File: config.mk
export PLATFORM = sky130hd
export DESIGN_NAME = tile_frame_scheduler
export DESIGN_NICKNAME = d
export VERILOG_FILES = /design/src/rtl/tile_frame_scheduler.sv
export SDC_FILE = /design/constraint.sdc
export NUM_CORES = 1
export LEC_CHECK = 0
export CAP_MARGIN = 20
export CORE_MARGIN = 3
export CORE_UTILIZATION = 35
export DETAILED_ROUTE_END_ITERATION = 7
export HOLD_SLACK_MARGIN = 0.08
export PLACE_DENSITY = 0.76
export SYNTH_ARGS = -nofsm -noshare
export SYNTH_HDL_FRONTEND = slang
export SYNTH_SLANG_ARGS = --single-unit
File: constraint.sdc
create_clock -name clk -period 3.58 [get_ports clk]
set_clock_uncertainty 0.05 [all_clocks]
set_input_delay 0.895 -clock clk [delete_from_list [all_inputs] [get_ports clk]]
set_output_delay 0.895 -clock clk [all_outputs]
set_load 0.01 [all_outputs]
File: src/rtl/tile_frame_scheduler.sv
// Walks one tile painter across the frame in row-major tile order: wipe, paint, then
// stream the tile BRAM into the framebuffer with a 2-cycle read-latency-matched pipeline.
module tile_frame_scheduler #(
   parameter int MAX_TRIANGLES = 256,
   parameter int SCREEN_W      = 320,
   parameter int SCREEN_H      = 180,
   parameter int TILE_W        = 20,
   parameter int TILE_H        = 45
) (
   input  logic                             clk,
   input  logic                             rst,
   input  logic                             frame_start,
   input  logic [$clog2(MAX_TRIANGLES)-1:0] num_triangles_in,
   input  logic                             painter_done,
   input  logic [31:0]                      tile_bram_read_data,
   output logic                             painter_active,
   output logic                             painter_wipe,
   output logic [$clog2(MAX_TRIANGLES)-1:0] num_triangles,
   output logic [8:0]                       x_offset,
   output logic [7:0]                       y_offset,
   output logic                             copy_sel,
   output logic [9:0]                       tile_bram_read_addr,
   output logic [16:0]                      fb_write_addr,
   output logic [31:0]                      fb_write_data,
   output logic                             fb_write_valid,
   output logic                             busy,
   output logic                             frame_done
);

   localparam int TXW = (TILE_W > 1) ? $clog2(TILE_W) : 1;
   localparam int TYW = (TILE_H > 1) ? $clog2(TILE_H) : 1;
   localparam int NTW = $clog2(MAX_TRIANGLES);
   localparam logic [8:0] X_LAST = 9'(SCREEN_W - TILE_W);
   localparam logic [7:0] Y_LAST = 8'(SCREEN_H - TILE_H);

   typedef enum logic [3:0] {
      S_IDLE, S_WIPE, S_GAP_A, S_PAINT, S_GAP_B, S_COPY, S_DRAIN, S_NEXT, S_FDONE
   } state_t;

   state_t           state_q, state_d;
   logic             gap_q;
   logic [TXW-1:0]   tx_q;
   logic [TYW-1:0]   ty_q;
   logic [8:0]       x_off_q;
   logic [7:0]       y_off_q;
   logic [NTW-1:0]   ntri_q;
   logic             vld_p1_q, vld_p2_q;
   logic [16:0]      addr_p1_q, addr_p2_q;

   logic             tx_last, ty_last, last_col, last_row;
   logic [9:0]       rd_addr_p0;
   logic [16:0]      fb_addr_p0;

   assign tx_last    = (tx_q == TXW'(TILE_W - 1));
   assign ty_last    = (ty_q == TYW'(TILE_H - 1));
   assign last_col   = (x_off_q == X_LAST);
   assign last_row   = (y_off_q == Y_LAST);
   assign rd_addr_p0 = 10'(32'(ty_q) * TILE_W + 32'(tx_q));
   assign fb_addr_p0 = 17'((32'(y_off_q) + 32'(ty_q)) * SCREEN_W + 32'(x_off_q) + 32'(tx_q));

   always_ff @(posedge clk) begin
      if (rst) state_q <= S_IDLE;
      else     state_q <= state_d;
   end

   always_comb begin
      state_d = state_q;
      case (state_q)
         S_IDLE:  if (frame_start)       state_d = S_WIPE;
         S_WIPE:  if (painter_done)      state_d = S_GAP_A;
         S_GAP_A: if (gap_q)             state_d = S_PAINT;
         S_PAINT: if (painter_done)      state_d = S_GAP_B;
         S_GAP_B: if (gap_q)             state_d = S_COPY;
         S_COPY:  if (tx_last && ty_last) state_d = S_DRAIN;
         S_DRAIN: if (gap_q)             state_d = S_NEXT;
         S_NEXT:  state_d = (last_col && last_row) ? S_FDONE : S_WIPE;
         S_FDONE: state_d = S_IDLE;
         default: state_d = S_IDLE;
      endcase
   end

   always_comb begin
      painter_active      = (state_q == S_WIPE) || (state_q == S_PAINT);
      painter_wipe        = (state_q == S_WIPE);
      copy_sel            = (state_q == S_COPY) || (state_q == S_DRAIN);
      busy                = (state_q != S_IDLE);
      frame_done          = (state_q == S_FDONE);
      tile_bram_read_addr = (state_q == S_COPY) ? rd_addr_p0 : 10'd0;
      num_triangles       = ntri_q;
      x_offset            = x_off_q;
      y_offset            = y_off_q;
      fb_write_valid      = vld_p2_q;
      fb_write_addr       = vld_p2_q ? addr_p2_q : 17'd0;
      fb_write_data       = vld_p2_q ? tile_bram_read_data : 32'd0;
   end

   // Sequencing counters: gap_q times the 2-cycle GAP/DRAIN states, tx/ty walk the tile.
   always_ff @(posedge clk) begin
      if (rst) begin
         gap_q   <= 1'b0;
         tx_q    <= '0;
         ty_q    <= '0;
         x_off_q <= '0;
         y_off_q <= '0;
         ntri_q  <= '0;
      end else begin
         if (state_q == S_GAP_A || state_q == S_GAP_B || state_q == S_DRAIN)
            gap_q <= ~gap_q;
         else
            gap_q <= 1'b0;

         if (state_q == S_COPY) begin
            if (tx_last) begin
               tx_q <= '0;
               ty_q <= ty_last ? '0 : ty_q + 1'b1;
            end else begin
               tx_q <= tx_q + 1'b1;
            end
         end else begin
            tx_q <= '0;
            ty_q <= '0;
         end

         if (state_q == S_IDLE && frame_start) begin
            ntri_q  <= num_triangles_in;
            x_off_q <= '0;
            y_off_q <= '0;
         end else if (state_q == S_NEXT) begin
            if (last_col) begin
               x_off_q <= '0;
               y_off_q <= last_row ? 8'd0 : y_off_q + 8'(TILE_H);
            end else begin
               x_off_q <= x_off_q + 9'(TILE_W);
            end
         end
      end
   end

   // Stage p0 -> p1 -> p2: address and valid follow the BRAM read by its 2-cycle latency.
   always_ff @(posedge clk) begin
      if (rst) begin
         vld_p1_q <= 1'b0;
         vld_p2_q <= 1'b0;
      end else begin
         vld_p1_q <= (state_q == S_COPY);
         vld_p2_q <= vld_p1_q;
      end
   end

   always_ff @(posedge clk) begin
      addr_p1_q <= fb_addr_p0;
      addr_p2_q <= addr_p1_q;
   end

endmodule

==> impl_metrics.tcl, run 1 <==
set metrics [dict create \
    status "finished, violations left" \
    violations "setup timing" \
    hold_viol 0 \
    grt_pass1_wl_mm 16.6 \
    firstDrtPassIters 4 \
    via_per_inst 4.89 \
    final-setup-viol-count 2 \
    routedWlPerCell_um 13.7 \
    placedInstanceArea_mm2 0.00580 \
    drt_iter0_drc 82 \
    ys_top_cells_by_area "dfxtp_1 36%, ha_1 12%, and2_1 8.2%, xnor2_1 6.8%, nor2_1 6.0%" \
    period_needed_ns 3.73 \
    drc 0 \
    total_power_w 0.00198 \
    syn_to_final_growth_pct 50.7 \
    antenna_found_initial 0 \
    wl_met1_mm 4.07 \
    crit_family "adder cells" \
    layout_setup_ws_ns -0.145 \
    slew_violations 0 \
    pin_count 134 \
    layout.cells.non_filler 776 \
    max_freq_mhz 268 \
    cts_buffer_depth 2 \
    rrSetupSlack_ns -0.15 \
    syn_avg_cell_area_um2 8.90 \
    maxCapViolCount 0 \
    p_sw_w 0.000432 \
    wl_met2_mm 5.27 \
    dieArea_mm2 0.0134 \
    grt_overflow 0 \
    p_comb_share_pct 7.1 \
    cts_num_sinks 75 \
    power.density_mw_per_mm2 311 \
    vias 3797 \
    io_buffers 131 \
    leakagePower_nw 2.64 \
    globalplace.congestion 0.853 \
    finalSetupTns_ns -0.198 \
    core.rowCount 39 \
    cp_max_fo 2 \
    clock_latency_ns 0.33 \
    design_area_mm2 0.00636 \
    layout.nets 716 \
    worst_ep_arrival_time_ns 3.93 \
    grt_max_degree 51 \
    internal_power_w 0.00155 \
    ys_seq_area_share_pct 35.6 \
    highest_layer "met4" \
    antenna_cells 0 \
    dp_hpwl_mm 8.06 \
    drive_above_1_share_pct 14.1 \
    p_seq_share_pct 43.3 \
    dp.cells 749 \
    grt_usage_pct 15.2 \
    wirelength_mm 10.6 \
    rsz0062_at_grt "yes" \
    swShare_pct 21.9 \
    met3_length_mm 1.10 \
    vdd_drop_max_uv 227 \
    worst_slew_pin_slew_ns 0.619 \
    netlist.area_leader.share_pct 35.6 \
    syn_area_mm2 0.00422 \
    crit_path_start_kind "flip-flop" \
    critPathKind "reg -> reg" \
    pwr-share-clk_pct 49.6 \
    die_y_um 116 \
    htreeDepth 3 \
    die-width_um 116 \
    grt_pass1_vias 3723 \
    ys_warn_count 0 \
    slowest_stage "fa_2" \
    synth_cell_types 51 \
    final_antenna_net_count 0 \
    worst-path-buf-inv 2 \
    tritoncts "built" \
    yosys.area.top_type "dfxtp_1" \
    numCtsBuffers 9 \
    core_mm2 0.0116 \
    finish.utilization_pct 54.8 \
    path_cells "ha_4 > fa_2 > xor2_1 > ha_1 > ha_2 > inv_2 > fa_2 > a2111oi_4 > o2111a_1 > nand4b_1 > buf_4 > a211oi_2 > xor2_1" \
    initial_utilization_pct 36.3 \
    multi_input_area_mm2 0.00276 \
    synthArstFlopShare_pct 0 \
    finalCritPeriodShare_pct 104 \
    cp.required_ns 3.79 \
    max_stage_delay_ns 0.48 \
    synth_edf_count 0 \
    slew_headroom_pct 58.7 \
    ys_ff_latch 75 \
    holdCritPathClass "reg -> reg" \
    regArea_mm2 0.00151 \
    synth_cells 474 \
    cts_root_buf "clkbuf_16" \
    synthFlopType "dfxtp_1" \
    cp-end-kind "flip-flop" \
    path_clk_slew_ns 0.06 \
    n_fill_cell 1021 \
]
-- area by class of cell --
type                            count  area share, %
Clock buffer                        9           3.54
Clock inverter                      7           1.57
Inverter                           17           1.00
Multi-Input combinational cell    364           43.3
Sequential cell                    75           23.7
Tap cell                          143           2.81
Timing Repair Buffer              161           24.0
-- worst paths after layout --
kind	start	to	cells past startpoint
max	y_offset[0]$_SDFFE_PP0P_	addr_p1_q[16]$_DFF_P_	13
min	addr_p1_q[9]$_DFF_P_	addr_p2_q[9]$_DFF_P_	0
max reg2reg	y_offset[0]$_SDFFE_PP0P_	addr_p1_q[16]$_DFF_P_	13
min reg2reg	addr_p1_q[9]$_DFF_P_	addr_p2_q[9]$_DFF_P_	0
-- repair_timing --
| action | 4_1_cts | 5_1_grt |
|---|---|---|
| endpoints found under the hold margin | 0 | 0 |
| resized for setup | 14 | 20 |
| setup endpoints to repair | 4 | 6 |
| hold buffers | 0 | 0 |
| pin swaps | 10 | 13 |
| buffers inserted | 4 | 7 |
-- state kept, by name, summed over array words and instances, names as in the netlist --
signal / cells
addr_p1_q: 17
addr_p2_q: 17
fb_write_valid: 1
gap_q: 1
num_triangles: 8
state_q: 4
tx_q: 5
ty_q: 6
vld_p1_q: 1
x_offset: 7
y_offset: 8
-- metrics by stage --
| stage | setup WS [ns] | hold slack [ns] |
|---|---|---|
| global placement | 0.0484 | 0.262 |
| global route | -0.279 | 0.278 |
| detailed placement | -0.123 | 0.262 |
| CTS | -0.0337 | 0.276 |
| finish | -0.145 | 0.276 |
| floorplan | 0.000302 | 0.260 |
-- cells by family (layout without fill, tap and decap cells) --
group                    Yosys count  in the layout  synth area share, %
XOR/XNOR                          52             52                 10.8
adder cells (fa/ha/maj)           45             45                 14.0
AO/OA/AOI/OAI                     54             54                 8.06
AND/OR/NAND/NOR                  199            199                 24.8
other                              1              2               0.0889
multiplexers                      12             12                 2.96
buffers and inverters             36            194                 3.65
flip-flops                        75             75                 35.6
-- power groups by stage --
stage	clock [W]	combinational (W)	sequential (W)
3_5_place_dp	0	0.000141	0.000876
2_1_floorplan	0	0.0000598	0.000874
4_1_cts	0.000998	0.000142	0.000857
5_1_grt	0.00104	0.000152	0.000858
6_report	0.000981	0.000140	0.000857
3_3_place_gp	0	0.000138	0.000875
-- cells in the mapped netlist (2+ instances only) --
cell      instances
nand2b_1          4
buf_4             2
nand4_1           3
xnor2_1          33
nand4b_1          3
nor4bb_1          2
dfxtp_1          75
xor2_1           19
or2_2             2
nor4b_1           3
or3_1             4
a21o_1            7
and3_1            4
a211oi_1          3
nor4_1            2
inv_1            17
nor2_1           68
nand3_1           8
o21ai_0          10
a21oi_2           2
buf_2             3
nor2b_1           7
and2_1           55
ha_1             40
o21ai_1           3
mux2i_1          11
nor3b_1           3
nand2_1          17
or2_1             2
nor3_1            8
clkbuf_1         13
fa_1              4
a21oi_1          19
-- per-layer routing --
metal,global-route usage (%),up-vias
met4,5.18,0
met3,4.96,13
met5,0,-
met2,28.4,147
li1,-,1897
met1,16.0,1740
-- worst register-to-register path: stages (launching register included) --
cell       delay, ns
dfxtp_2         0.34
ha_4            0.17
fa_2            0.35
xor2_1          0.35
ha_1            0.26
ha_2            0.19
inv_2           0.05
fa_2            0.48
a2111oi_4       0.40
o2111a_1        0.29
nand4b_1        0.16
buf_4           0.18
a211oi_2        0.20
xor2_1          0.18
-- layout by cell type, fill, tap and decap left out, drive strengths merged, types with 2 or more instances in the layout --
master         count
nand4              3
dfxtp             75
xnor2             33
a211oi             4
mux2i             11
xor2              19
nand3              8
and3               4
bufinv             2
or2                4
nand2b             4
nor2b              7
a21o               7
nor4b              3
nor3               8
and2              55
a21oi             21
ha                40
nand2             17
clkbuf            10
fa                 4
clkdlybuf4s50    128
buf               31
clkinv             4
nor3b              3
or4b               2
or3                4
nor2              68
nor4               2
conb               2
o21ai             13
nor4bb             2
nand4b             3
inv               18
Note: power is estimated with default switching activity, not from simulation.
==> run 2, diff against run 1 <==
Settings changed: GPL_ROUTABILITY_DRIVEN set to 0, SLEW_MARGIN set to 0.
==> results of run 2 <==
Same layout as run 1: the final DEF is identical, and so are final timing and power.
==> run 3, diff against run 2 <==
Settings changed: PLACE_DENSITY 0.76 to 0.73.
Clock period 3.58 ns to 4.35 ns, I/O delays scaled along.
==> run 3 against run 2 <==
  * The run now ends clean
  * Via count decreased by 3.3%
  * Flip-flop and latch count unchanged
  * Register-to-register slack improved by 0.42 ns
  * Total power decreased by 18%
  * Hold slack got worse by 0.0022 ns
  * Combinational power decreased by 19%
  * First-iteration DRC count increased by 24%
  * Non-clock buffer count decreased by 24
  * Sequential power decreased by 18%
  * Global-route usage decreased by 0.96 points
  * Sequential share of layout area increased by 1.2 points
  * Clock power decreased by 19%
==> impl_metrics.tcl, run 3 (synthesized netlist as in run 1, its figures left out) <==
set metrics [dict create \
    vdd_drop_max_uv 242 \
    met3_length_mm 1.02 \
    crit_path_start_kind "flip-flop" \
    tritoncts "built" \
    path_cells "ha_1 > ha_1 > inv_1 > fa_1 > nor3b_2 > nand3_1 > xnor2_1 > nor2_1 > clkdlybuf4s50_1" \
    initial_utilization_pct 36.3 \
    wl_met2_mm 4.69 \
    grt_pass1_wl_mm 15.8 \
    cp-end-kind "output pin" \
    p_sw_w 0.000347 \
    antenna_found_initial 0 \
    final_antenna_net_count 0 \
    slowest_stage "clkdlybuf4s50_1" \
    numCtsBuffers 9 \
    dieArea_mm2 0.0134 \
    layout_common_cells "131 x clkdlybuf4s50_1, 74 x dfxtp_1, 68 x nor2_1" \
    antenna_cells 0 \
    cts_root_buf "clkbuf_16" \
    via_per_inst 4.88 \
    drt_iter0_drc 102 \
    p_comb_share_pct 7.1 \
    max_freq_mhz 243 \
    dp_hpwl_mm 7.57 \
    die_y_um 116 \
    htreeDepth 3 \
    critPathKind "reg -> out" \
    path_clk_slew_ns 0.06 \
    hp-start "addr_p1_q[10]$_DFF_P_" \
    pin_count 134 \
    internal_power_w 0.00127 \
    drive_above_1_share_pct 5.91 \
    r2r_cells 15 \
    layout_commonest_cell "clkdlybuf4s50_1" \
    hold_viol 0 \
    leakagePower_nw 2.47 \
    cts_num_sinks 75 \
    period_needed_ns 4.11 \
    core.rowCount 39 \
    max_stage_delay_ns 0.54 \
    highest_layer "met4" \
    crit_family "adder cells" \
    vias 3673 \
    io_buffers 131 \
    cp_common_cell "ha_1" \
    drc 0 \
    worst_slew_pin_slew_ns 0.776 \
    r2r-start "y_offset[0]$_SDFFE_PP0P_" \
    die-width_um 116 \
    holdCritPathClass "reg -> reg" \
    wl_met1_mm 3.98 \
    core_mm2 0.0116 \
    worst-path-buf-inv 2 \
    total_power_w 0.00162 \
    clock_latency_ns 0.33 \
    final-setup-viol-count 0 \
    n_fill_cell 1032 \
    holdWs_ns 0.274 \
    status "finished, final reports clean" \
    swShare_pct 21.5 \
    slew_violations 0 \
    grt_pass1_vias 3574 \
    cp_max_fo 7 \
    pwr-share-clk_pct 49.2 \
    min_to "addr_p2_q[10]$_DFF_P_" \
    rrSetupSlack_ns 0.27 \
    reg2reg_to "addr_p1_q[16]$_DFF_P_" \
    worst_ep_arrival_time_ns 2.97 \
    critical_path_depth 9 \
    syn_to_final_growth_pct 42.6 \
    multi_input_area_mm2 0.00259 \
    cts_buffer_depth 2 \
    min_path_cells 0 \
    routedWlPerCell_um 13.1 \
    layout.nets 692 \
    cp.required_ns 3.21 \
    largest_registers "addr_p1_q x17, addr_p2_q x17" \
    wirelength_mm 9.83 \
    power.density_mw_per_mm2 269 \
    finalCritPeriodShare_pct 94.5 \
    p_seq_share_pct 43.7 \
    maxCapViolCount 0 \
    grt_overflow 0 \
    regArea_mm2 0.00150 \
    slew_headroom_pct 48.1 \
    grt_max_degree 51 \
    firstDrtPassIters 4 \
    grt_usage_pct 14.3 \
]
-- run 3: changes by cell type in the layout (fill, tap and decap cells not counted), moves of 4 or more --
cell     previous run  this run
ha_1               32        39
buf_4              30         5
a21oi_2             7         3
a21oi_1            14        18
ha_4                6         0
-- run 3: stage by stage --
stage	setup TNS (ns)	setup slack (ns)	util [%]	area (µm²)	instances
finish	0	0.238	51.8	6020	752
global route	-0.00901	-0.00901	51.8	6020	752
CTS	0	0.00409	51.3	5960	748
detailed placement	0	0.0695	48.6	5640	732
global placement	0	0.228	48.6	5640	732
floorplan	0	0.368	-	4220	475
-- run 3: cell type report --
type                    count  share of cell area [%]
multi-input cells         364                    43.1
flip-flops and latches     75                    25.0
repair buffers            137                    22.7
clock buffers              10                    3.80
well taps                 143                    2.97
clock inverters             6                    1.48
inverters                  17                    1.06
-- run 3: worst max-delay path by stage --
stage	from	endpoint	slack, ns
after floorplan	y_offset[0]$_SDFFE_PP0P_	addr_p1_q[16]$_DFF_P_	0.37
after global placement	y_offset[0]$_SDFFE_PP0P_	addr_p1_q[16]$_DFF_P_	0.23
after detailed placement	y_offset[0]$_SDFFE_PP0P_	addr_p1_q[16]$_DFF_P_	0.07
after CTS	y_offset[0]$_SDFFE_PP0P_	addr_p1_q[16]$_DFF_P_	0.004
after global routing	y_offset[0]$_SDFFE_PP0P_	addr_p1_q[16]$_DFF_P_	-0.009
final	ty_q[3]$_SDFFE_PP0N_	tile_bram_read_addr[9]	0.24
-- run 3: power groups by stage --
stage          Combinational [W]  Clock (W)  Sequential (W)
3_5_place_dp            0.000114          0        0.000721
6_report                0.000114   0.000796        0.000706
3_3_place_gp            0.000113          0        0.000721
4_1_cts                 0.000115   0.000816        0.000706
2_1_floorplan          0.0000492          0        0.000719
5_1_grt                 0.000125   0.000844        0.000707
-- run 3: timing repair --
item | in CTS | in global routing
setup endpoints to repair | 0 | 2
resized for setup | 0 | 7
setup buffers | 0 | 3
hold buffers | 0 | 0
-- run 3: layer usage --
| layer | vias to the layer above | GRT usage (%) |
|---|---|---|
| li1 | 1847 | - |
| met1 | 1669 | 16.0 |
| met2 | 143 | 25.4 |
| met3 | 14 | 4.49 |
| met4 | 0 | 5.26 |
| met5 | - | 0 |
